File: src/rtl/alu_arbiter_if.sv
// ============================================================================
// Module   : alu_arbiter_if
// Brief    : Request, ALU-side and response signals of the two-port ALU arbiter.
// Revision : 1.0 - initial release
// ============================================================================
`default_nettype none

interface alu_arbiter_if #(
   parameter int DATA_W = 32
);
   logic [1:0]             req_valid_i;
   logic [1:0]             req_ready_o;
   logic [1:0][DATA_W-1:0] req_a_i;
   logic [1:0][DATA_W-1:0] req_b_i;
   logic [1:0][3:0]        req_op_i;

   logic [DATA_W-1:0]      alu_a_o;
   logic [DATA_W-1:0]      alu_b_o;
   logic [3:0]             alu_op_o;
   logic [DATA_W-1:0]      alu_data_i;

   logic                   rsp_valid_o;
   logic                   rsp_ready_i;
   logic [DATA_W-1:0]      rsp_data_o;
   logic                   rsp_id_o;
   logic                   rsp_err_o;

   // Arbiter side
   modport slave (
      input  req_valid_i, req_a_i, req_b_i, req_op_i, alu_data_i, rsp_ready_i,
      output req_ready_o, alu_a_o, alu_b_o, alu_op_o,
      output rsp_valid_o, rsp_data_o, rsp_id_o, rsp_err_o
   );

   // Requester / ALU side
   modport master (
      output req_valid_i, req_a_i, req_b_i, req_op_i, alu_data_i, rsp_ready_i,
      input  req_ready_o, alu_a_o, alu_b_o, alu_op_o,
      input  rsp_valid_o, rsp_data_o, rsp_id_o, rsp_err_o
   );
endinterface

`default_nettype wire

File: src/rtl/alu_arbiter.sv
// ============================================================================
// Module   : alu_arbiter
// Brief    : Round-robin share of one 32-bit ALU between two requesters, one
//            operation in flight. Optional opcode check: ALU_ARB_OPCHECK_EN.
// Revision : 1.0 - initial release
// ============================================================================
`default_nettype none

module alu_arbiter #(
   parameter int DATA_W = 32
) (
   input  logic          clk_i,
   input  logic          rst_i,
   alu_arbiter_if.slave  bus
);

   typedef enum logic [1:0] {
      IDLE = 2'd0,
      EXEC = 2'd1,
      RESP = 2'd2
   } state_t;

   state_t              r_state;
   state_t              w_state_next;

   logic                r_prio;
   logic                r_id;
   logic                r_err;
   logic [DATA_W-1:0]   r_a;
   logic [DATA_W-1:0]   r_b;
   logic [3:0]          r_op;
   logic [DATA_W-1:0]   r_data;

   logic                w_grant_id;
   logic [1:0]          w_ready;
   logic                w_req_hs;
   logic [DATA_W-1:0]   w_a_sel;
   logic [DATA_W-1:0]   w_b_sel;
   logic [3:0]          w_op_sel;
   logic [3:0]          w_op_cap;
   logic                w_op_err;

   // Winner is the sole valid requester, or the priority holder on a tie
   always_comb begin
      w_grant_id = r_prio;
      case (bus.req_valid_i)
         2'b01:   w_grant_id = 1'b0;
         2'b10:   w_grant_id = 1'b1;
         default: w_grant_id = r_prio;
      endcase
   end

   assign w_a_sel  = bus.req_a_i[w_grant_id];
   assign w_b_sel  = bus.req_b_i[w_grant_id];
   assign w_op_sel = bus.req_op_i[w_grant_id];

`ifdef ALU_ARB_OPCHECK_EN
   assign w_op_err = (w_op_sel > 4'd9);
   assign w_op_cap = w_op_err ? 4'd0 : w_op_sel;
`else
   assign w_op_err = 1'b0;
   assign w_op_cap = w_op_sel;
`endif

   always_comb begin
      w_state_next = r_state;
      w_ready      = 2'b00;
      w_req_hs     = 1'b0;
      case (r_state)
         IDLE: begin
            if ((bus.req_valid_i != 2'b00) && !rst_i) begin
               w_ready      = w_grant_id ? 2'b10 : 2'b01;
               w_req_hs     = 1'b1;
               w_state_next = EXEC;
            end
         end
         EXEC: begin
            w_state_next = RESP;
         end
         RESP: begin
            if (bus.rsp_ready_i) begin
               w_state_next = IDLE;
            end
         end
         default: begin
            w_state_next = IDLE;
         end
      endcase
   end

   always_ff @(posedge clk_i) begin
      if (rst_i) begin
         r_state <= IDLE;
         r_prio  <= 1'b0;
         r_id    <= 1'b0;
         r_err   <= 1'b0;
         r_a     <= '0;
         r_b     <= '0;
         r_op    <= 4'd0;
         r_data  <= '0;
      end else begin
         r_state <= w_state_next;
         if (w_req_hs) begin
            r_a    <= w_a_sel;
            r_b    <= w_b_sel;
            r_op   <= w_op_cap;
            r_id   <= w_grant_id;
            r_err  <= w_op_err;
            r_prio <= ~w_grant_id;
         end
         // Illegal opcodes still spend the EXEC cycle but return zero
         if (r_state == EXEC) begin
            r_data <= r_err ? '0 : bus.alu_data_i;
         end
      end
   end

   assign bus.req_ready_o = w_ready;
   assign bus.alu_a_o     = r_a;
   assign bus.alu_b_o     = r_b;
   assign bus.alu_op_o    = r_op;
   assign bus.rsp_valid_o = (r_state == RESP);
   assign bus.rsp_data_o  = r_data;
   assign bus.rsp_id_o    = r_id;
`ifdef ALU_ARB_OPCHECK_EN
   assign bus.rsp_err_o   = r_err;
`else
   assign bus.rsp_err_o   = 1'b0;
`endif

endmodule

`default_nettype wire

File: src/flat_wrapper.sv
// flat-port wrapper written by rule: the top's interface ports become plain ports
module alu_arbiter_flat 
#(
   parameter int DATA_W = 32
)
  (clk_i, rst_i, bus_req_valid_i, bus_req_a_i, bus_req_b_i, bus_req_op_i, bus_alu_data_i, bus_rsp_ready_i, bus_req_ready_o, bus_alu_a_o, bus_alu_b_o, bus_alu_op_o, bus_rsp_valid_o, bus_rsp_data_o, bus_rsp_id_o, bus_rsp_err_o);
  alu_arbiter_if #(.DATA_W(DATA_W)) bus_i ();
  input  logic clk_i;
  input  logic rst_i;
  input wire logic [$bits(bus_i.req_valid_i)-1:0] bus_req_valid_i;
  input wire logic [$bits(bus_i.req_a_i)-1:0] bus_req_a_i;
  input wire logic [$bits(bus_i.req_b_i)-1:0] bus_req_b_i;
  input wire logic [$bits(bus_i.req_op_i)-1:0] bus_req_op_i;
  input wire logic [$bits(bus_i.alu_data_i)-1:0] bus_alu_data_i;
  input wire logic [$bits(bus_i.rsp_ready_i)-1:0] bus_rsp_ready_i;
  output wire logic [$bits(bus_i.req_ready_o)-1:0] bus_req_ready_o;
  output wire logic [$bits(bus_i.alu_a_o)-1:0] bus_alu_a_o;
  output wire logic [$bits(bus_i.alu_b_o)-1:0] bus_alu_b_o;
  output wire logic [$bits(bus_i.alu_op_o)-1:0] bus_alu_op_o;
  output wire logic [$bits(bus_i.rsp_valid_o)-1:0] bus_rsp_valid_o;
  output wire logic [$bits(bus_i.rsp_data_o)-1:0] bus_rsp_data_o;
  output wire logic [$bits(bus_i.rsp_id_o)-1:0] bus_rsp_id_o;
  output wire logic [$bits(bus_i.rsp_err_o)-1:0] bus_rsp_err_o;
  assign bus_i.req_valid_i = bus_req_valid_i;
  assign bus_i.req_a_i = bus_req_a_i;
  assign bus_i.req_b_i = bus_req_b_i;
  assign bus_i.req_op_i = bus_req_op_i;
  assign bus_i.alu_data_i = bus_alu_data_i;
  assign bus_i.rsp_ready_i = bus_rsp_ready_i;
  assign bus_req_ready_o = bus_i.req_ready_o;
  assign bus_alu_a_o = bus_i.alu_a_o;
  assign bus_alu_b_o = bus_i.alu_b_o;
  assign bus_alu_op_o = bus_i.alu_op_o;
  assign bus_rsp_valid_o = bus_i.rsp_valid_o;
  assign bus_rsp_data_o = bus_i.rsp_data_o;
  assign bus_rsp_id_o = bus_i.rsp_id_o;
  assign bus_rsp_err_o = bus_i.rsp_err_o;
  alu_arbiter #(.DATA_W(DATA_W)) u_core (.clk_i(clk_i), .rst_i(rst_i), .bus(bus_i));
endmodule
File: config.mk
export PLATFORM = sky130hd
export DESIGN_NAME = alu_arbiter_flat
export DESIGN_NICKNAME = d
export VERILOG_FILES = /design/src/rtl/alu_arbiter_if.sv /design/src/rtl/alu_arbiter.sv /design/src/flat_wrapper.sv
export SDC_FILE = /design/constraint.sdc
export NUM_CORES = 1
export LEC_CHECK = 0
export CAP_MARGIN = 10
export CORE_MARGIN = 3
export CORE_UTILIZATION = 34
export CTS_CLUSTER_DIAMETER = 60
export DETAILED_ROUTE_END_ITERATION = 10
export GPL_TIMING_DRIVEN = 1
export HOLD_SLACK_MARGIN = 0.03
export PLACE_DENSITY = 0.78
export SYNTH_ARGS = -nofsm -noshare
export SYNTH_HDL_FRONTEND = slang
export SYNTH_SLANG_ARGS = --single-unit
export TNS_END_PERCENT = 5
File: constraint.sdc
create_clock -name clk_i -period 1.8 [get_ports clk_i]
set_input_delay 0.27 -clock clk_i [delete_from_list [all_inputs] [get_ports clk_i]]
set_output_delay 0.27 -clock clk_i [all_outputs]
set_load 0.02 [all_outputs]
; ---- Yosys cells after proc, flatten, opt, wreduce, memory -nomap -nowiden
; Index checks and enable logic that the tools add are counted.
[op_classes]
n_addsub = 0
n_mul = 0
div = 0
n_lt_le_gt_ge = 1
eq_ne = 6
n_shift = 0
mux = 15
bitwise = 1
n_reduce_logical = 5
[ops]
columns = cell, count
row1 = $mux 32, 4
row2 = $mux 2, 5
row3 = $mux 4, 2
row4 = $pmux 2 s3, 1
row5 = $eq 2x1->1 const B, 2
row6 = $eq 2x2->1 const B, 2
row7 = $logic_not 2->1, 1
row8 = $lt 1x2->1 const B, 1
row9 = $mux 1, 2
row10 = $ne 2x1->1 const B, 1
row11 = $ne 2x2->1 const B, 1
row12 = $pmux 1 s2, 1
row13 = $reduce_and 2->1, 1
row14 = $reduce_bool 2->1, 1
row15 = $logic_and 1x1->1, 1
row16 = $logic_not 1->1, 1
row17 = $not 1->1, 1
[totals]
register_bits = 104
latch_bits = 0
mem_bits_rw = 0
romBits = 0
input_bits = 173
out_inout_bits = 105
word_cells = 35
memories = 0

; ---- Logic depth before layout (Yosys ltp)
[logic_depth]
ltp_word = 5
depth_mapped = 8
mapped_depth_nobuf = 7

; ---- Least setup slack after synthesis
; No wires, ideal clock.
[synth_timing]
path_type = input -> output
start = input port bus_req_valid_i[0]
end = output port bus_req_ready_o[0]
t_arrival_ns = 1.548
t_required_ns = 1.530
path_slack_ns = -0.018
stages = 6
path_buffers = 1
path_cell_list = inv_1 -> ha_1 -> mux2i_1 -> clkbuf_1 -> nand2_1 -> inv_1
[synth_between]
elab_chain_len = 5
word_cells_on_any_way = 8
classes_between = eq/ne: 2 / mux: 4 / reduce/logical: 2
[synth_rtl]
columns = item, line
row1 = "start, declared", flat_wrapper.sv:10  ; input wire logic [$bits(bus_i.req_valid_i)-1:0] bus_req_valid_i;
row2 = $eq 2x2->1 / $eq 2x1->1 (equally long branches), alu_arbiter.sv:46  ; case (bus.req_valid_i)
row3 = $pmux 1 s2, alu_arbiter.sv:46
row4 = $mux 2, alu_arbiter.sv:72  ; w_ready = w_grant_id ? 2'b10 : 2'b01;
row5 = $mux 2 *, alu_arbiter.sv:71  ; if ((bus.req_valid_i != 2'b00) && !rst_i) begin
row6 = $mux 2 *, alu_arbiter.sv:69  ; case (r_state)
row7 = "end, declared", flat_wrapper.sv:16  ; output wire logic [$bits(bus_i.req_ready_o)-1:0] bus_req_ready_o;
; Mark *: on every way between the ends. The rest lies on a longest branch, timed or not.

; ---- Worst setup path in the final report
[layout_timing]
start = register u_core.r_state[0]
end = output port bus_req_ready_o[0]
[layout_between]
elab_chain_len = 2
[layout_rtl]
columns = item, line
row1 = "start, declared", alu_arbiter.sv:23  ; state_t r_state;
row2 = "start signal, assigned", alu_arbiter.sv:102  ; r_state <= w_state_next;
row3 = $logic_not 2->1, alu_arbiter.sv:69
row4 = $mux 2, alu_arbiter.sv:69
; No other way between the ends.

==> results.md <==
* Worst slew margin at 0.541
* Synth area leader: dfxtp_1
* Register area at 0.00208 mm^2
* Placed instance count at 958
* Synth Cell Area at 0.00448 mm^2
* Die width at between 100 and 150 um
* TritonCTS clock tree: built
* Routed len/inst at 16.3 um
* CP arrival at 1520 ps
* Crit path buf inv count at 3
* Synth warn at 0
* Detailed placer's ending HPWL at around 11000 um
* Max Clock Skew at just over 9 ps
* Initial Util at 0.351
* Most common cell after layout, fill and taps aside: clkdlybuf4s50_1
* Starting DRT DRC Count at 206
* Root Driver: clkbuf_16
* Worst-path clk slew at around 70 ps
* Core area at 0.0128 mm^2
* First-pass GRT wire length at 24400 um
* Place WS at -808 ps
* Initial antenna violation count at 0
* Drt via density at 4.99
* Crit Path Class: register to primary output
* Post-Syn Nets at 718
* H-Tree Depth at 3
* Final-stage net count at 976
* Worst-path fanout max at 3
* Area post-placement at around 0.0074 mm^2
* Yosys reg bits at 104
* Final-report setup violation count at 0
* Worst IR Drop VDD at 0.525 mV
* Final Power at 6.44 mW
* Fin. max-slew vios at 0
* Grt total ovfl at 0
* Hold WS at 385 ps
* Total wire length at 15900 um
* Synth area leaders: dfxtp_1, nand2_1, a311oi_2, nor2_1, a311oi_1
* Leak at 2.86 nW
* Setup_tns at 0 ps
* Worst Max-Slew Pin Slew at 689 ps
* # Max-Cap Violations at 0
* Critical path's largest stage delay at 540 ps
* Area Growth Syn to Fin at 74.3%
* RSZ-0062 raised after global routing: true
* GP Congestion at 0.740
* Pwr/cell area at approximately 820 mW/mm^2
* Die Y-Extent at 121 um
* DRC viols at 0
* Final Non-Filler Cells at 978
* DR pass1 iterations at 4
* Top delay family on crit path: simple AND/OR/NAND/NOR gates
* Largest net degree at the start of global routing at 59
* Nature of the critical path startpoint: register
* CTS Buf Count at 9
* CP required at 1530 ps
* Post-DRT Antenna Nets at 0
* Final instance area at 0.00781 mm^2
* Hold crit path type: primary input to register
* Clock buffer depth at 2
* Fill cell count at ~1100
* Number of global-route vias before repair at 4925
* Final core utilization at 0.612
* Area of the multi-input gates at roughly 0.0022 mm^2
* Top cell type's share of synthesized area at 0.465
* Clk sinks at 104
* Final Hold Fails at 0
* Fin crit period at 1790 ps
* Syn avg cell area at roughly 8.3 um^2
* Tcrit/Tclk final at 0.996
* Sequential fraction of the synthesis area at 0.465
* Final setup slack of the worst path at between 6 and 7 ps
* Num rows at 41
* Most frequent cells in the layout: clkdlybuf4s50_1, nand2_1, dfxtp_1, nor2_1, a311oi_2
* Status: finished, final reports clean
* Port Buffer Count at 276
* Via count at 4880
* Critical Path End Type: primary output
* Synth cell types at 21
* Cell count after synthesis at 543
* Number of antenna repair diodes at 0
* Overall Global Routing Usage at 0.209
* Die area at 0.0146 mm^2
* Worst-path cell chain: or4_4 -> inv_4 -> nand2_2 -> inv_2 -> buf_6
* IO Pins at 278
* Peak Freq at approximately 560 MHz
* Fraction of layout cells with a size suffix above 1 at 0.114
* CP max-delay cell: or4_4
* Clock Latency Late Sink at 330 ps
[tightest hold or removal path: stages]
cell     delay (ps)
buf_4            90
or4_4           140
inv_4            40
nand2_2          70
a21oi_1          60
[synth_stat cells]
library cell,number
nor2b_1,2
nand2_1,202
dfxtp_1,104
buf_4,4
nor2_1,70
inv_1,3
or4_4,1
inv_2,1
a311oi_2,40
mux2i_1,1
ha_1,2
clkbuf_1,31
nor3_1,1
a21oi_1,34
mux2_2,1
conb_1,1
a311oi_1,28
nand2b_1,2
buf_2,7
buf_6,6
buf_1,2
[what timing repair did]
action                                  in CTS  in global routing
pin swaps                                    2                  1
resized for setup                           25                  5
cloned                                       3                  0
hold buffers                                 0                  0
setup buffers                                1                  0
endpoints found under the setup margin      73                 52
[cells by family (layout without fill, tap and decap cells)]
logic type	count (synthesis)	in the layout	share of synthesized area
simple gates	278	278	0.237
flops	104	104	0.465
compound gates	102	102	0.227
buf+inv	54	317	0.0606
fa+ha+maj	2	2	0.00558
mux	2	2	0.00475
other cells	1	1	0.000837
[layout make-up]
| cell class | count | share of cell area |
|---|---|---|
| Clock inverter | 7 | 0.00609 |
| Timing Repair Buffer | 297 | 0.392 |
| Clock buffer | 9 | 0.0288 |
| Inverter | 4 | 0.00224 |
| Sequential cell | 104 | 0.267 |
| Tap cell | 172 | 0.0276 |
| Multi-Input combinational cell | 385 | 0.277 |
[report_power, final]
| group | total (mW) | internal [mW] | switching [mW] |
|---|---|---|---|
| registers | 2.62 | 2.51 | 0.113 |
| clock network | 1.80 | 0.938 | 0.861 |
| logic | 2.02 | 1.03 | 0.995 |
[final timing paths]
kind,endpoint,from,cells after the start,slack [ps]
max,bus_req_ready_o[0],u_core.r_state[0],5,6
min,u_core.r_prio,rst_i,5,380
max reg2reg,u_core.bus.alu_b_o[2],u_core.r_state[0],5,30
min reg2reg,u_core.bus.rsp_data_o[13],u_core.bus.rsp_data_o[13],2,460
[sequential cells by signal, summed over array words and instances, names as in the netlist]
register,cells
u_core.bus.rsp_id_o,1
u_core.bus.alu_op_o,4
u_core.bus.rsp_data_o,32
u_core.r_prio,1
u_core.bus.alu_a_o,32
u_core.r_state,2
u_core.bus.alu_b_o,32
[metal layers]
metal	share of wire	GRT usage	vias up
li1	-	-	2351
met1	0.39	0.226	2275
met2	0.50	0.381	228
met3	0.083	0.0627	26
met4	0.024	0.0765	0
met5	0	0	-
Note: power is estimated with default switching activity, not from simulation.
